`src/rtl/fifo_rr_dispatcher_if.sv`:
```
// Signal bundle between the dispatcher, its four input FIFOs and its four output FIFOs.
// The master side is the dispatcher; the slave side is the FIFO fabric around it.
interface fifo_rr_dispatcher_if #(
  parameter int DATA_BITS = 10
);
  logic [DATA_BITS-1:0] data_in0;
  logic [DATA_BITS-1:0] data_in1;
  logic [DATA_BITS-1:0] data_in2;
  logic [DATA_BITS-1:0] data_in3;
  logic [3:0]           empty_in;
  logic [3:0]           full_in;
  logic [3:0]           pop_out;
  logic [3:0]           push_out;
  logic [DATA_BITS-1:0] data_out;

  modport master (
    input  data_in0, data_in1, data_in2, data_in3, empty_in, full_in,
    output pop_out, push_out, data_out
  );

  modport slave (
    output data_in0, data_in1, data_in2, data_in3, empty_in, full_in,
    input  pop_out, push_out, data_out
  );
endinterface

```
`src/rtl/fifo_rr_dispatcher.sv`:
```
// Round-robin pop from four input FIFOs, route each word by its two MSBs to one of
// four output FIFOs over a shared bus, with almost-full stall and sticky error status.
module fifo_rr_dispatcher #(
  parameter int DATA_BITS = 10
) (
  input  logic                 clk,
  input  logic                 reset,
  fifo_rr_dispatcher_if.master bus,
  output logic                 idle_out,
  output logic                 error_out,
  output logic [1:0]           state_out
);

  typedef enum logic [1:0] {
    ST_RESET  = 2'd0,
    ST_IDLE   = 2'd1,
    ST_ACTIVE = 2'd2,
    ST_ERROR  = 2'd3
  } state_t;

  state_t               state;
  state_t               state_next;
  logic [1:0]           rr_ptr;
  logic [1:0]           winner;
  logic [1:0]           cand;
  logic                 found;
  logic                 pop_any;
  logic                 vld1;
  logic [1:0]           sel_r;
  logic [DATA_BITS-1:0] sel_data;
  logic [1:0]           sel_dest;
  logic [3:0]           full_d1;
  logic [3:0]           full_d2;
  logic                 err_hit;

  always_comb begin
    winner = rr_ptr;
    cand   = rr_ptr;
    found  = 1'b0;
    for (int k = 0; k < 4; k++) begin
      cand = rr_ptr + 2'(k);
      if (!found && !bus.empty_in[cand]) begin
        winner = cand;
        found  = 1'b1;
      end
    end
  end

  assign pop_any = ((state == ST_IDLE) || (state == ST_ACTIVE)) &&
                   (bus.full_in == 4'h0) && (bus.empty_in != 4'hF);
  assign bus.pop_out = pop_any ? (4'b0001 << winner) : 4'b0000;

  always_comb begin
    case (sel_r)
      2'd0:    sel_data = bus.data_in0;
      2'd1:    sel_data = bus.data_in1;
      2'd2:    sel_data = bus.data_in2;
      default: sel_data = bus.data_in3;
    endcase
  end

  assign sel_dest = sel_data[DATA_BITS-1 -: 2];

  // A word arriving for an output that was already almost-full for the two previous
  // cycles means the fabric outran the in-flight margin.
  assign err_hit = vld1 && full_d1[sel_dest] && full_d2[sel_dest] &&
                   ((state == ST_IDLE) || (state == ST_ACTIVE));

  always_comb begin
    state_next = state;
    case (state)
      ST_RESET:  state_next = ST_IDLE;
      ST_IDLE: begin
        if (err_hit)                    state_next = ST_ERROR;
        else if (bus.empty_in != 4'hF)  state_next = ST_ACTIVE;
      end
      ST_ACTIVE: begin
        if (err_hit)                                 state_next = ST_ERROR;
        else if ((bus.empty_in == 4'hF) && !vld1)    state_next = ST_IDLE;
      end
      ST_ERROR:  state_next = ST_ERROR;
      default:   state_next = ST_RESET;
    endcase
  end

  always_ff @(posedge clk) begin
    if (reset) begin
      state        <= ST_RESET;
      rr_ptr       <= 2'd0;
      sel_r        <= 2'd0;
      vld1         <= 1'b0;
      full_d1      <= 4'h0;
      full_d2      <= 4'h0;
      bus.push_out <= 4'h0;
      bus.data_out <= '0;
      error_out    <= 1'b0;
    end else begin
      state   <= state_next;
      full_d1 <= bus.full_in;
      full_d2 <= full_d1;
      vld1    <= pop_any;
      if (pop_any) begin
        sel_r  <= winner;
        rr_ptr <= winner + 2'd1;
      end
      // Second stage: the popped word is now on its FIFO's read port.
      if (vld1) begin
        bus.data_out <= sel_data;
        bus.push_out <= 4'b0001 << sel_dest;
      end else begin
        bus.push_out <= 4'h0;
      end
      if (err_hit) error_out <= 1'b1;
    end
  end

  assign idle_out  = (state == ST_IDLE);
  assign state_out = state;

endmodule

```
`src/flat_wrapper.sv`:
```
// flat-port wrapper written by rule: the top's interface ports become plain ports
module fifo_rr_dispatcher_flat 
#(
  parameter int DATA_BITS = 10
)
  (clk, reset, idle_out, error_out, state_out, bus_data_in0, bus_data_in1, bus_data_in2, bus_data_in3, bus_empty_in, bus_full_in, bus_pop_out, bus_push_out, bus_data_out);
  fifo_rr_dispatcher_if #(.DATA_BITS(DATA_BITS)) bus_i ();
  input  logic clk;
  input  logic reset;
  output logic idle_out;
  output logic error_out;
  output logic [1:0] state_out;
  input wire logic [$bits(bus_i.data_in0)-1:0] bus_data_in0;
  input wire logic [$bits(bus_i.data_in1)-1:0] bus_data_in1;
  input wire logic [$bits(bus_i.data_in2)-1:0] bus_data_in2;
  input wire logic [$bits(bus_i.data_in3)-1:0] bus_data_in3;
  input wire logic [$bits(bus_i.empty_in)-1:0] bus_empty_in;
  input wire logic [$bits(bus_i.full_in)-1:0] bus_full_in;
  output wire logic [$bits(bus_i.pop_out)-1:0] bus_pop_out;
  output wire logic [$bits(bus_i.push_out)-1:0] bus_push_out;
  output wire logic [$bits(bus_i.data_out)-1:0] bus_data_out;
  assign bus_i.data_in0 = bus_data_in0;
  assign bus_i.data_in1 = bus_data_in1;
  assign bus_i.data_in2 = bus_data_in2;
  assign bus_i.data_in3 = bus_data_in3;
  assign bus_i.empty_in = bus_empty_in;
  assign bus_i.full_in = bus_full_in;
  assign bus_pop_out = bus_i.pop_out;
  assign bus_push_out = bus_i.push_out;
  assign bus_data_out = bus_i.data_out;
  fifo_rr_dispatcher #(.DATA_BITS(DATA_BITS)) u_core (.clk(clk), .reset(reset), .bus(bus_i), .idle_out(idle_out), .error_out(error_out), .state_out(state_out));
endmodule
```
`config.mk`:
```
export PLATFORM = sky130hd
export DESIGN_NAME = fifo_rr_dispatcher_flat
export DESIGN_NICKNAME = d
export VERILOG_FILES = /design/src/rtl/fifo_rr_dispatcher_if.sv /design/src/rtl/fifo_rr_dispatcher.sv /design/src/flat_wrapper.sv
export SDC_FILE = /design/constraint.sdc
export NUM_CORES = 1
export LEC_CHECK = 0
export BUFFER_PORTS_ARGS = -buffer_cell sky130_fd_sc_hd__clkbuf_2
export CAP_MARGIN = 20
export CORE_MARGIN = 2
export CORE_UTILIZATION = 46
export CTS_CLUSTER_DIAMETER = 50
export DETAILED_ROUTE_END_ITERATION = 10
export PLACE_DENSITY = 0.83
export SYNTH_ARGS = -nofsm -noshare
export SYNTH_HDL_FRONTEND = slang
export SYNTH_SLANG_ARGS = --single-unit
```
`constraint.sdc`:
```
create_clock -name clk -period 2.64 [get_ports clk]
set_clock_uncertainty 0.2 [all_clocks]
set_input_delay 0.396 -clock clk [delete_from_list [all_inputs] [get_ports clk]]
set_output_delay 0.396 -clock clk [all_outputs]
set_load 0.01 [all_outputs]
```
==> results.sh <==
export IMPL_switching_power_w=0.000290
export IMPL_drt_initial_drc_count=47
export IMPL_fmax_mhz=419
export IMPL_cts_tree="yes"
export IMPL_fin_crit_ns=2.39
export IMPL_floorplan_rows=21
export IMPL_crit_fanout=6
export IMPL_crit_top_cell="a22o_1"
export IMPL_totalNegativeSetupSlack_ns=0
export IMPL_wl_per_cell_um=12.7
export IMPL_synth_top_area_share_pct=38.6
export IMPL_internal_power_w=0.000715
export IMPL_drv_slew=0
export IMPL_dpl_worst_slack_ns=0.466
export IMPL_place_hpwl_mm=2.66
export IMPL_required_ns=2.04
export IMPL_n_antenna_cell=0
export IMPL_dieArea_um2=3860
export IMPL_critPathTopFamily="compound AO/OA/AOI/OAI gates"
export IMPL_ys_ff_latch=30
export IMPL_crit_arrival_ns=1.79
export IMPL_syn_inst=144
export IMPL_root_buffer="clkbuf_4"
export IMPL_power_density_nw_per_um2=497
export IMPL_finalWirelength_mm=3.36
export IMPL_timing_rr_end="u_core.error_out"
export IMPL_synthArstFlopShare_pct=0
export IMPL_utilization_pct=61.6
export IMPL_yosysWarnings=0
export IMPL_reg2reg_depth=5
export IMPL_peakVddDrop_v=0.000207
export IMPL_die_w_um=62.1
export IMPL_htreeDepth=2
export IMPL_ant_nets=0
export IMPL_slowest_stage="dfxtp_1"
export IMPL_synthSimpleGateAreaFrac_pct=15.9
export IMPL_setup_viol=0
export IMPL_synth_xor_area_share_pct=0
export IMPL_synth_compound_area_share_pct=9.26
export IMPL_grt_overflow=0
export IMPL_worstSetupEndpointType="output pin"
export IMPL_io_pins=72
export IMPL_place_gp_congestion=0.730
export IMPL_critPathKind="flop to output pin"
export IMPL_fill_cells=271
export IMPL_synthesis_nets=202
export IMPL_synth_seq_area_share_pct=38.6
export IMPL_synth_top_area_cell="dfxtp_1"
export IMPL_start_util_pct=47.3
export IMPL_comb_power_share_pct=24.1
export IMPL_grt_util_all_layers_pct=19.1
export IMPL_via_per_inst=5.01
export IMPL_clock_path_buffers=2
export IMPL_power_w=0.00101
export IMPL_cts_buffers=5
export IMPL_cts_clk_slew_worst_paths_ns=0.09
export IMPL_rsz0062_at_grt="false"
export IMPL_synth_edf_count=0
export IMPL_grt_max_degree=28
export IMPL_first_pass_iters=4
export IMPL_slowest_delay_ns=0.37
export IMPL_yosys_top_cells_area="dfxtp_1, mux4_1, mux2i_1"
export IMPL_path_cells="nand3b_1 > a22o_1 > a22o_1 > inv_1 > ha_1 > and2_1 > clkbuf_2"
export IMPL_p_seq_share_pct=49.7
export IMPL_synthFlopType="dfxtp_1"
export IMPL_slew_headroom_pct=64.2
export IMPL_postCtsSetupBuffers=0
export IMPL_fin_ws_ns=0.251
export IMPL_rrSetupSlack_ns=0.66
export IMPL_min_period_over_period_pct=90.5
export IMPL_port_buffers=71
export IMPL_switching_share_pct=28.9
export IMPL_synthMuxAreaShare_pct=25.4
export IMPL_synth_cell_type_count=38
export IMPL_path_buf_inv=2
export IMPL_synthAdderAreaFrac_pct=6.44
export IMPL_antenna_found_initial=0
export IMPL_regArea_um2=602
export IMPL_ctsHoldBuffers=0
export IMPL_whs_endpoint="u_core.full_d1[1]"
export IMPL_grt_pass1_wl_mm=5.86
export IMPL_synth_most_common_cell="dfxtp_1"
export IMPL_drv_cap=0
export IMPL_whs_ns=0.0957
export IMPL_leakagePower_nw=0.920
export IMPL_synth_top_family_by_area="multiplexers"
export IMPL_drive_above_1_share_pct=41.6
export IMPL_die_h_um=62.1
export IMPL_reg2reg_from="u_core.sel_r[0]"
export IMPL_hp_start="bus_full_in[1]"
export IMPL_netlist_area_um2=1550
export IMPL_run_status="complete, no violations"
export IMPL_vias=1328
export IMPL_hold_viol=0
export IMPL_grt_pass1_vias=1350
export IMPL_cts_sink_count=30
export IMPL_multiInputGateArea_um2=887
export IMPL_avgSynthCellArea_um2=10.8
export IMPL_fin_nets=278
export IMPL_cp_start_kind="flop"
export IMPL_core_area_um2=3280
export IMPL_drc=0
export IMPL_insertion_delay_ns=0.32
export IMPL_min_path_cells=2
export IMPL_synthToLayoutAreaGrowth_pct=30.1
export IMPL_pwr_share_clk_pct=26.2
export IMPL_tightestPinTransition_ns=0.536
export IMPL_hold_path_class="input port to flop"
export IMPL_synth_common_cells="dfxtp_1, nor2_1, mux2i_1, nor2b_1"
## final cells by class
type | instances | area share, %
Tap cell | 46 | 2.85
Multi-Input combinational cell | 99 | 43.9
Timing Repair Buffer | 76 | 19.4
Clock buffer | 6 | 2.54
Inverter | 8 | 1.55
Sequential cell | 30 | 29.8
## cells in the final DEF (no fill, tap or decap), drive strengths merged, types with 2 or more instances in the layout
cell type,Yosys,final
clkbuf,4,77
dfxtp,30,30
nor2,16,16
mux2i,14,14
nor2b,10,10
mux4,10,10
ha,8,8
inv,7,7
buf,3,5
o21ai,4,4
nand3,4,4
and2,4,4
a21oi,4,4
nand2,3,3
and3,3,3
a22o,2,2
## timing repair
action,in CTS,in global routing
resized for setup,0,1
endpoints found under the hold margin,0,0
endpoints found under the setup margin,0,1
## sequential cells by signal, indices dropped and copies added, names as in the netlist
register / count
u_core.state_out: 2
u_core.sel_r: 2
u_core.bus.data_out: 10
u_core.rr_ptr: 2
u_core.bus.push_out: 4
u_core.error_out: 1
u_core.full_d1: 4
u_core.vld1: 1
u_core.full_d2: 4
## power groups by stage
stage | Combinational [W] | Clock (W) | Sequential, W
final | 0.000242 | 0.000264 | 0.000499
after global routing | 0.000271 | 0.000294 | 0.000504
after CTS | 0.000242 | 0.000273 | 0.000500
after detailed placement | 0.000240 | 0 | 0.000510
after global placement | 0.000234 | 0 | 0.000509
after floorplan | 0.000146 | 0 | 0.000511
## worst max-delay path by stage
stage,start,to,slack (ns),cells after the start
floorplan,u_core.state_out[1],bus_pop_out[0],0.59,5
global placement,bus_empty_in[2],bus_pop_out[3],0.50,8
detailed placement,bus_empty_in[2],bus_pop_out[0],0.47,8
CTS,u_core.rr_ptr[0],bus_pop_out[2],0.20,7
global route,u_core.rr_ptr[0],bus_pop_out[2],0.07,7
finish,u_core.rr_ptr[1],bus_pop_out[0],0.25,7
## through the flow
step                      area [um2]  instances
after floorplan                 1550        144
after global placement          1970        259
after detailed placement        1970        259
after CTS                       2020        265
after global routing            2020        265
final                           2020        265
## per-layer routing
layer,share of wire (%),vias to the layer above,track usage (%)
li1,-,673,-
met1,44,615,21.8
met2,50,33,34.6
met3,3.4,7,3.99
met4,2.1,0,7.78
met5,0,-,0
## cell families (layout without fill, tap and decap cells)
kind of cell | after synthesis | in the layout
AO/OA/AOI/OAI | 20 | 20
adder cells (fa/ha/maj) | 8 | 8
buffers and inverters | 15 | 90
flip-flops | 30 | 30
multiplexers | 24 | 24
AND/OR/NAND/NOR | 47 | 47
Note: power is estimated with default switching activity, not from simulation.
